`src/rtl/bcd_scan_display.sv`:
```
// Four-digit multiplexed common-anode 7-segment driver fed by cascaded BCD counters.
// Optional build macro LEADING_ZERO_BLANK_EN suppresses leading zero digits.
module bcd_scan_display #(
    parameter int SCAN_DIV  = 100000,
    parameter int BLANK_CYC = 16
) (
    input  logic        clk,
    input  logic        rst,
    input  logic [15:0] digits_in,
    input  logic [3:0]  dp_in,
    input  logic        load,
    output logic [6:0]  seg_n,
    output logic        dp_n,
    output logic [3:0]  an_n
);

    localparam int CW = (SCAN_DIV > 2) ? $clog2(SCAN_DIV) : 1;
    localparam logic [CW-1:0] CNT_LAST  = CW'(SCAN_DIV - 1);
    localparam logic [CW-1:0] BLANK_END = CW'(BLANK_CYC);

    typedef enum logic {
        BLANK = 1'b0,
        DRIVE = 1'b1
    } phase_t;

    logic [CW-1:0] cnt;
    logic [1:0]    idx;
    logic [15:0]   sh_dig;
    logic [3:0]    sh_dp;
    logic [3:0]    cur_digit;
    logic [3:0]    lz_blank;
    phase_t        phase;

    function automatic logic [6:0] decode(input logic [3:0] d);
        case (d)
            4'd0:    decode = 7'h40;
            4'd1:    decode = 7'h79;
            4'd2:    decode = 7'h24;
            4'd3:    decode = 7'h30;
            4'd4:    decode = 7'h19;
            4'd5:    decode = 7'h12;
            4'd6:    decode = 7'h02;
            4'd7:    decode = 7'h78;
            4'd8:    decode = 7'h00;
            4'd9:    decode = 7'h10;
            default: decode = 7'h3F;
        endcase
    endfunction

    // The first BLANK_CYC cycles of every slot keep all anodes dark to hide ghosting.
    always_comb begin
        phase = (cnt < BLANK_END) ? BLANK : DRIVE;
    end

    assign cur_digit = sh_dig[{idx, 2'b00} +: 4];

`ifdef LEADING_ZERO_BLANK_EN
    // Dash codes are nonzero, so only a true 4'd0 can be suppressed.
    assign lz_blank[3] = (sh_dig[15:12] == 4'd0);
    assign lz_blank[2] = lz_blank[3] && (sh_dig[11:8] == 4'd0);
    assign lz_blank[1] = lz_blank[2] && (sh_dig[7:4] == 4'd0);
    assign lz_blank[0] = 1'b0;
`else
    assign lz_blank = 4'b0000;
`endif

    always_ff @(posedge clk) begin
        if (rst) begin
            cnt    <= '0;
            idx    <= 2'd0;
            sh_dig <= 16'h0000;
            sh_dp  <= 4'h0;
            seg_n  <= 7'h7F;
            dp_n   <= 1'b1;
            an_n   <= 4'b1111;
        end else begin
            if (load) begin
                sh_dig <= digits_in;
                sh_dp  <= dp_in;
            end

            if (cnt == CNT_LAST) begin
                cnt <= '0;
                idx <= idx + 2'd1;
            end else begin
                cnt <= cnt + CW'(1);
            end

            case (phase)
                DRIVE: begin
                    if (lz_blank[idx]) begin
                        an_n  <= 4'b1111;
                        seg_n <= 7'h7F;
                        dp_n  <= 1'b1;
                    end else begin
                        an_n  <= ~(4'b0001 << idx);
                        seg_n <= decode(cur_digit);
                        dp_n  <= ~sh_dp[idx];
                    end
                end
                default: begin
                    an_n  <= 4'b1111;
                    seg_n <= 7'h7F;
                    dp_n  <= 1'b1;
                end
            endcase
        end
    end

endmodule

```
`config.mk`:
```
export PLATFORM = sky130hd
export DESIGN_NAME = bcd_scan_display
export DESIGN_NICKNAME = d
export VERILOG_FILES = /design/src/rtl/bcd_scan_display.sv
export SDC_FILE = /design/constraint.sdc
export NUM_CORES = 1
export LEC_CHECK = 0
export ABC_AREA = 1
export BUFFER_PORTS_ARGS = -buffer_cell sky130_fd_sc_hd__buf_2
export CORE_UTILIZATION = 55
export DETAILED_ROUTE_END_ITERATION = 16
export PLACE_DENSITY = 0.8
export SLEW_MARGIN = 5
export SYNTH_ARGS = -nofsm -noshare
export SYNTH_HDL_FRONTEND = slang
export SYNTH_SLANG_ARGS = --single-unit
```
`constraint.sdc`:
```
create_clock -name clk -period 2.7 [get_ports clk]
set_input_delay 0.54 -clock clk [delete_from_list [all_inputs] [get_ports clk]]
set_output_delay 0.54 -clock clk [all_outputs]
set_load 0.1 [all_outputs]
```
==> impl_metrics.ini, run 1 <==
[clock_tree]
post_cts_buffers = 0
ctsHoldBuffers = 0
cts_max_path_buffers = 2
cts.sinks = 51
clock_latency_ns = 0.30
cts_resized = 0
htreeDepth = 2
root_buffer = clkbuf_8
clkTransAtPathRegs_ns = 0.09
cts_tree = yes
numCtsBuffers = 5

[pwr]
combPwrFrac_pct = 7.2
netSwitchingFraction_pct = 22.8
seq_power_share_pct = 55.8
p_leak_nw = 1.11
internal_power_mw = 1.09
clock_power_share_pct = 36.9
ir_drop_mv = 0.312
powerDensity_nw_per_um2 = 531
p_sw_mw = 0.323

[synthesis]
ys_ff_latch = 51
netlist_instances = 329
ys_warn_count = 0
synth.distinct_cells = 25
syn_area_per_cell_um2 = 7.21
synth_edf_count = 0
ys.flop_type = dfxtp_1
syn-num-nets = 362
syn_area_um2 = 2370
ys_seq_area_share_pct = 43.0
synthArstFlopShare_pct = 0

[worst_setup_path]
setup.worst_path.end = seg_n[5]
startpoint = idx[0]
critPathRequiredTime_ns = 2.87
reg2reg_from = idx[0]
crit_fanout = 16
worstSetupPathType = reg2reg
critPathLaunchType = register
r2r_cells = 9
critPathArrivalTime_ns = 2.07
endpoint_kind = register
ff2ff_setup_slack_ns = 0.80
r2r-end = seg_n[5]

[floorplanning]
start_util_pct = 58.5
die_h_um = 67.7
rows = 23
die_w_um = 67.7
core_region_area_um2 = 4060
die_area_um2 = 4580
ioPinCount = 35

[timing]
report.final.slew_viol_count = 0
finalHoldViolCount = 0
period_share_pct = 70.4
max_freq_ghz = 0.526
rsz0062_at_grt = no
tns_ns = 0
setup_slack_ns = 0.800
relSlewSlack_pct = 59.9
worstMarginPinSlew_ns = 0.600
min_period_ns = 1.90
holdWs_ns = 0.453
setup_violations = 0
fin_skew_ns = 0.00439

[cells_and_area]
finalInstanceArea_um2 = 2670
fillers = 369
diodes = 0
final_cell_mix = nor2_1 (71), nand2_1 (62), dfxtp_1 (51), buf_2 (34), nand3_1 (32)
syn_to_final_growth_pct = 12.4
drive_gt1_share_pct = 17.7
final_nets = 394
final_common_cell = nor2_1

[status]
outcome = completed

[global_route]
grt_antenna_before_repair = 0
track_usage_pct = 22.9
grt_pass1_vias = 1969
globalRoute.totalOverflow = 0
grt_pass1_wl_um = 8030
grt_max_degree = 24

[placed_design]
placed_area_um2 = 2550
port_buffers = 34
place_hpwl_um = 3470
place_congestion = 0.941
place_ws_ns = 0.802

[drt]
firstDrtPassIters = 4
wl_per_cell_um = 11.1
drt_iter0_markers = 120
viasPerCell = 5.06
dr_total_vias = 2083
drc = 0
wirelength_um = 4580
ant_nets = 0

[job]
max_cap_violations = 0

[min_path]
min_path_type = in2reg
==> cell families (layout without fill, tap and decap cells) <==
logic type | after synthesis | count (layout) | synth area share [%]
compound gates | 35 | 35 | 7.54
xor+xnor | 7 | 7 | 2.58
fa+ha+maj | 10 | 10 | 5.27
buf+inv | 37 | 70 | 6.59
flops | 51 | 51 | 43.0
simple gates | 189 | 189 | 35.0
==> metal layers <==
layer	vias up	track usage, %	part of all wire (%)
met5	-	0	0
met4	0	6.12	1.0
met3	5	5.24	3.7
met2	41	42.1	50
met1	926	26.0	45
li1	1111	-	-
==> worst min path at each step <==
stage	from	end	slack, ns	cells after the start
after detailed placement	cnt[0]	cnt[0]	0.45	1
after global routing	digits_in[14]	sh_dig[14]	0.46	3
after global placement	cnt[0]	cnt[0]	0.43	1
final	digits_in[11]	sh_dig[11]	0.45	3
after CTS	digits_in[11]	sh_dig[11]	0.45	3
after floorplan	cnt[0]	cnt[0]	0.42	1
==> registers in the layout (all words and copies together), names as in the netlist <==
signal / count
dp_n: 1
cnt: 17
idx: 2
sh_dp: 4
an_n: 4
seg_n: 7
sh_dig: 16
==> stage by stage <==
stage / total power [mW] / util [%] / cells
after floorplan: 0.878 / - / 329
after global placement: 0.908 / 63.0 / 404
final: 1.42 / 65.7 / 412
after CTS: 1.43 / 65.7 / 412
after global routing: 1.48 / 65.7 / 412
after detailed placement: 0.911 / 63.0 / 404
==> cell type report <==
cell class / count / area (µm²) / area share (%)
multi-input cells: 241 / 1200 / 44.8
inverters: 28 / 105 / 3.94
well taps: 50 / 62.6 / 2.35
clock buffers: 5 / 68.8 / 2.58
repair buffers: 34 / 170 / 6.38
clock inverters: 3 / 43.8 / 1.64
flip-flops and latches: 51 / 1020 / 38.3
==> power groups by stage <==
stage	combinational, mW	sequential, mW	clock, mW
2_1_floorplan	0.0760	0.802	0
3_3_place_gp	0.100	0.808	0
3_5_place_dp	0.103	0.808	0
4_1_cts	0.104	0.791	0.537
5_1_grt	0.120	0.794	0.569
6_report	0.102	0.791	0.523
==> synth_stat cells, drive strengths merged (5+ instances only) <==
| master | instances | share of area, % |
|---|---|---|
| buf | 5 | 1.5 |
| dfxtp | 51 | 43 |
| nor2 | 77 | 13 |
| inv | 26 | 4.1 |
| o21ai | 23 | 4.8 |
| a21oi | 12 | 2.7 |
| ha | 10 | 5.3 |
| nand2 | 68 | 12 |
| nand3 | 35 | 8.0 |
==> critical path, stage by stage, from the launching register on <==
cell and delay (ns):
dfxtp_1 0.64, inv_2 0.20, nand2_1 0.10, nand3_1 0.06
nand2_1 0.18, inv_2 0.07, ha_1 0.19, nand3b_1 0.16
nand3_1 0.09, nand3_1 0.06
No activity file was read; power rests on OpenSTA's default activity.
==> inputs of run 2 (changes only) <==
- CORE_UTILIZATION: 55 -> 51
- PLACE_DENSITY: 0.8 -> 0.78
- clock period: 2.7 -> 1.66 ns (I/O delays scaled with it)
==> run 2 against run 1 <==
Compared with the run above: clock power rose by 31%; sequential power rose by 63%; global-route usage fell by 2.0 points; sequential share of layout area fell by 0.64 points; register-to-register slack got worse by 0.64 ns; first-iteration DRC count fell by 1.7%; highest routed layer unchanged; via count rose by 2.9%; sequential cell count did not move.
==> impl_metrics.ini, run 2 (same netlist as run 1, synthesis figures left out) <==
[global_route]
track_usage_pct = 20.8
globalRoute.totalOverflow = 0
grt_pass1_vias = 1987
grt_antenna_before_repair = 0
grt_pass1_wl_um = 8270
grt_max_degree = 23

[placed_design]
placed_area_um2 = 2630
place_hpwl_um = 3510
place_congestion = 0.878
placed_cells = 415
port_buffers = 34

[pwr]
ir_drop_mv = 0.473
p_sw_mw = 0.519
netSwitchingFraction_pct = 24.1
internal_power_mw = 1.63
p_leak_nw = 1.14
powerDensity_nw_per_um2 = 791
combPwrFrac_pct = 8.2
seq_power_share_pct = 59.8
clock_power_share_pct = 32.0

[clock_tree]
clock_latency_ns = 0.30
cts.sinks = 51
numCtsBuffers = 5
root_buffer = clkbuf_8
cts_max_path_buffers = 2
clkTransAtPathRegs_ns = 0.09
ctsHoldBuffers = 0
cts_tree = yes
post_cts_buffers = 0
htreeDepth = 2

[worst_setup_path]
critPathArrivalTime_ns = 1.67
cpPeakStageDelay_ns = 0.34
critPathMostFrequentCell = nand3_1
worstSetupPathType = reg2reg
critPathSlowestCell = dfxtp_1
endpoint_kind = register
ff2ff_setup_slack_ns = 0.16
crit_path_cell_trace = buf_4, nand2_1, nand3_1, nand2_2, inv_2, ha_1, nand3b_1, nand3_1, nand3_1
crit_fanout = 7
critPathRequiredTime_ns = 1.83
critPathLaunchType = register

[floorplanning]
die_h_um = 70.2
die_w_um = 70.2
ioPinCount = 35
start_util_pct = 53.8
die_area_um2 = 4930
rows = 24
core_region_area_um2 = 4410

[timing]
finalHoldViolCount = 0
report.final.slew_viol_count = 0
max_freq_ghz = 0.667
period_share_pct = 90.4
rsz0062_at_grt = no
worstMarginPinSlew_ns = 0.527
min_period_ns = 1.50
tns_ns = 0
setup_violations = 0
fin_skew_ns = 0.00765
relSlewSlack_pct = 64.9

[cells_and_area]
fillers = 409
largest_reg_flops = 17
final_util_pct = 61.5
post_layout_nonfiller_instances = 423
final_nets = 403
top_register = cnt
final_common_cell = nor2_1
diodes = 0
final_cell_mix = nor2_1 (71), nand2_1 (60), dfxtp_1 (50), buf_2 (34), nand3_1 (32)
finalInstanceArea_um2 = 2720
drive_gt1_share_pct = 20.2
reg_top3 = cnt x17, sh_dig x16, seg_n x7
syn_to_final_growth_pct = 14.4

[drt]
ant_nets = 0
drt_iter0_markers = 118
wl_per_cell_um = 11.1
wirelength_um = 4680
firstDrtPassIters = 4
viasPerCell = 5.07
dr_total_vias = 2143
drc = 0

[status]
outcome = completed

[min_path]
min_path_type = in2reg

[job]
max_cap_violations = 0
==> run 2: cell types whose count changed in the layout (fill, tap and decap cells not counted), sizes merged <==
cell,previous run,this run
buf,34,43
bufinv,1,0
clkbuf,5,6
clkinv,4,3
clkinvlp,0,1
==> run 2: worst max-delay path, delay by kind of cell, from the launching register on <==
| family | cells | cell delay (ns) |
|---|---|---|
| adder cells (fa/ha/maj) | 1 | 0.19 |
| buffers and inverters | 2 | 0.22 |
| flip-flops | 1 | 0.34 |
| AND/OR/NAND/NOR | 6 | 0.61 |
==> run 2: final timing paths <==
path | from | endpoint | depth (start not counted)
worst max-delay path | idx[0] | seg_n[5] | 9
worst min register to register | cnt[0] | cnt[0] | 1
worst max register to register | idx[0] | seg_n[5] | 9
worst min-delay path | digits_in[15] | sh_dig[15] | 3
==> run 2: what timing repair did <==
item / in CTS / in global routing
endpoints found under the setup margin: 0 / 2
resized for setup: 0 / 3
hold endpoints to repair: 0 / 0
==> run 2: final cells by class <==
class                   instances  area (µm²)  share of cell area, %
inverters                      28         105                   3.87
clock inverters                 2        12.5                  0.461
repair buffers                 43         238                   8.75
multi-input cells             241        1200                   44.2
clock buffers                   6        72.6                   2.67
well taps                      52        65.1                   2.40
flip-flops and latches         51        1020                   37.6
==> run 2: power by group through the flow <==
stage                     combinational (mW)  clock [mW]  sequential (mW)
after global routing                   0.205       0.755             1.29
after CTS                              0.175       0.707             1.29
after detailed placement               0.174           0             1.31
after global placement                 0.170           0             1.31
after floorplan                        0.124           0             1.30
final                                  0.175       0.687             1.29
==> run 2: metal layers <==
layer	global-route usage [%]	wire, µm
met3	5.77	188
met4	8.00	70
met2	35.4	2240
met5	0	0
met1	24.8	2180
==> run 2: metrics by stage <==
step,hold slack [ns],setup slack (ns),power [mW]
4_1_cts,0.241,0.0738,2.17
3_3_place_gp,0.428,0.184,1.48
3_5_place_dp,0.439,0.0860,1.49
2_1_floorplan,0.417,0.198,1.43
6_report,0.244,0.160,2.15
5_1_grt,0.244,0.0128,2.25
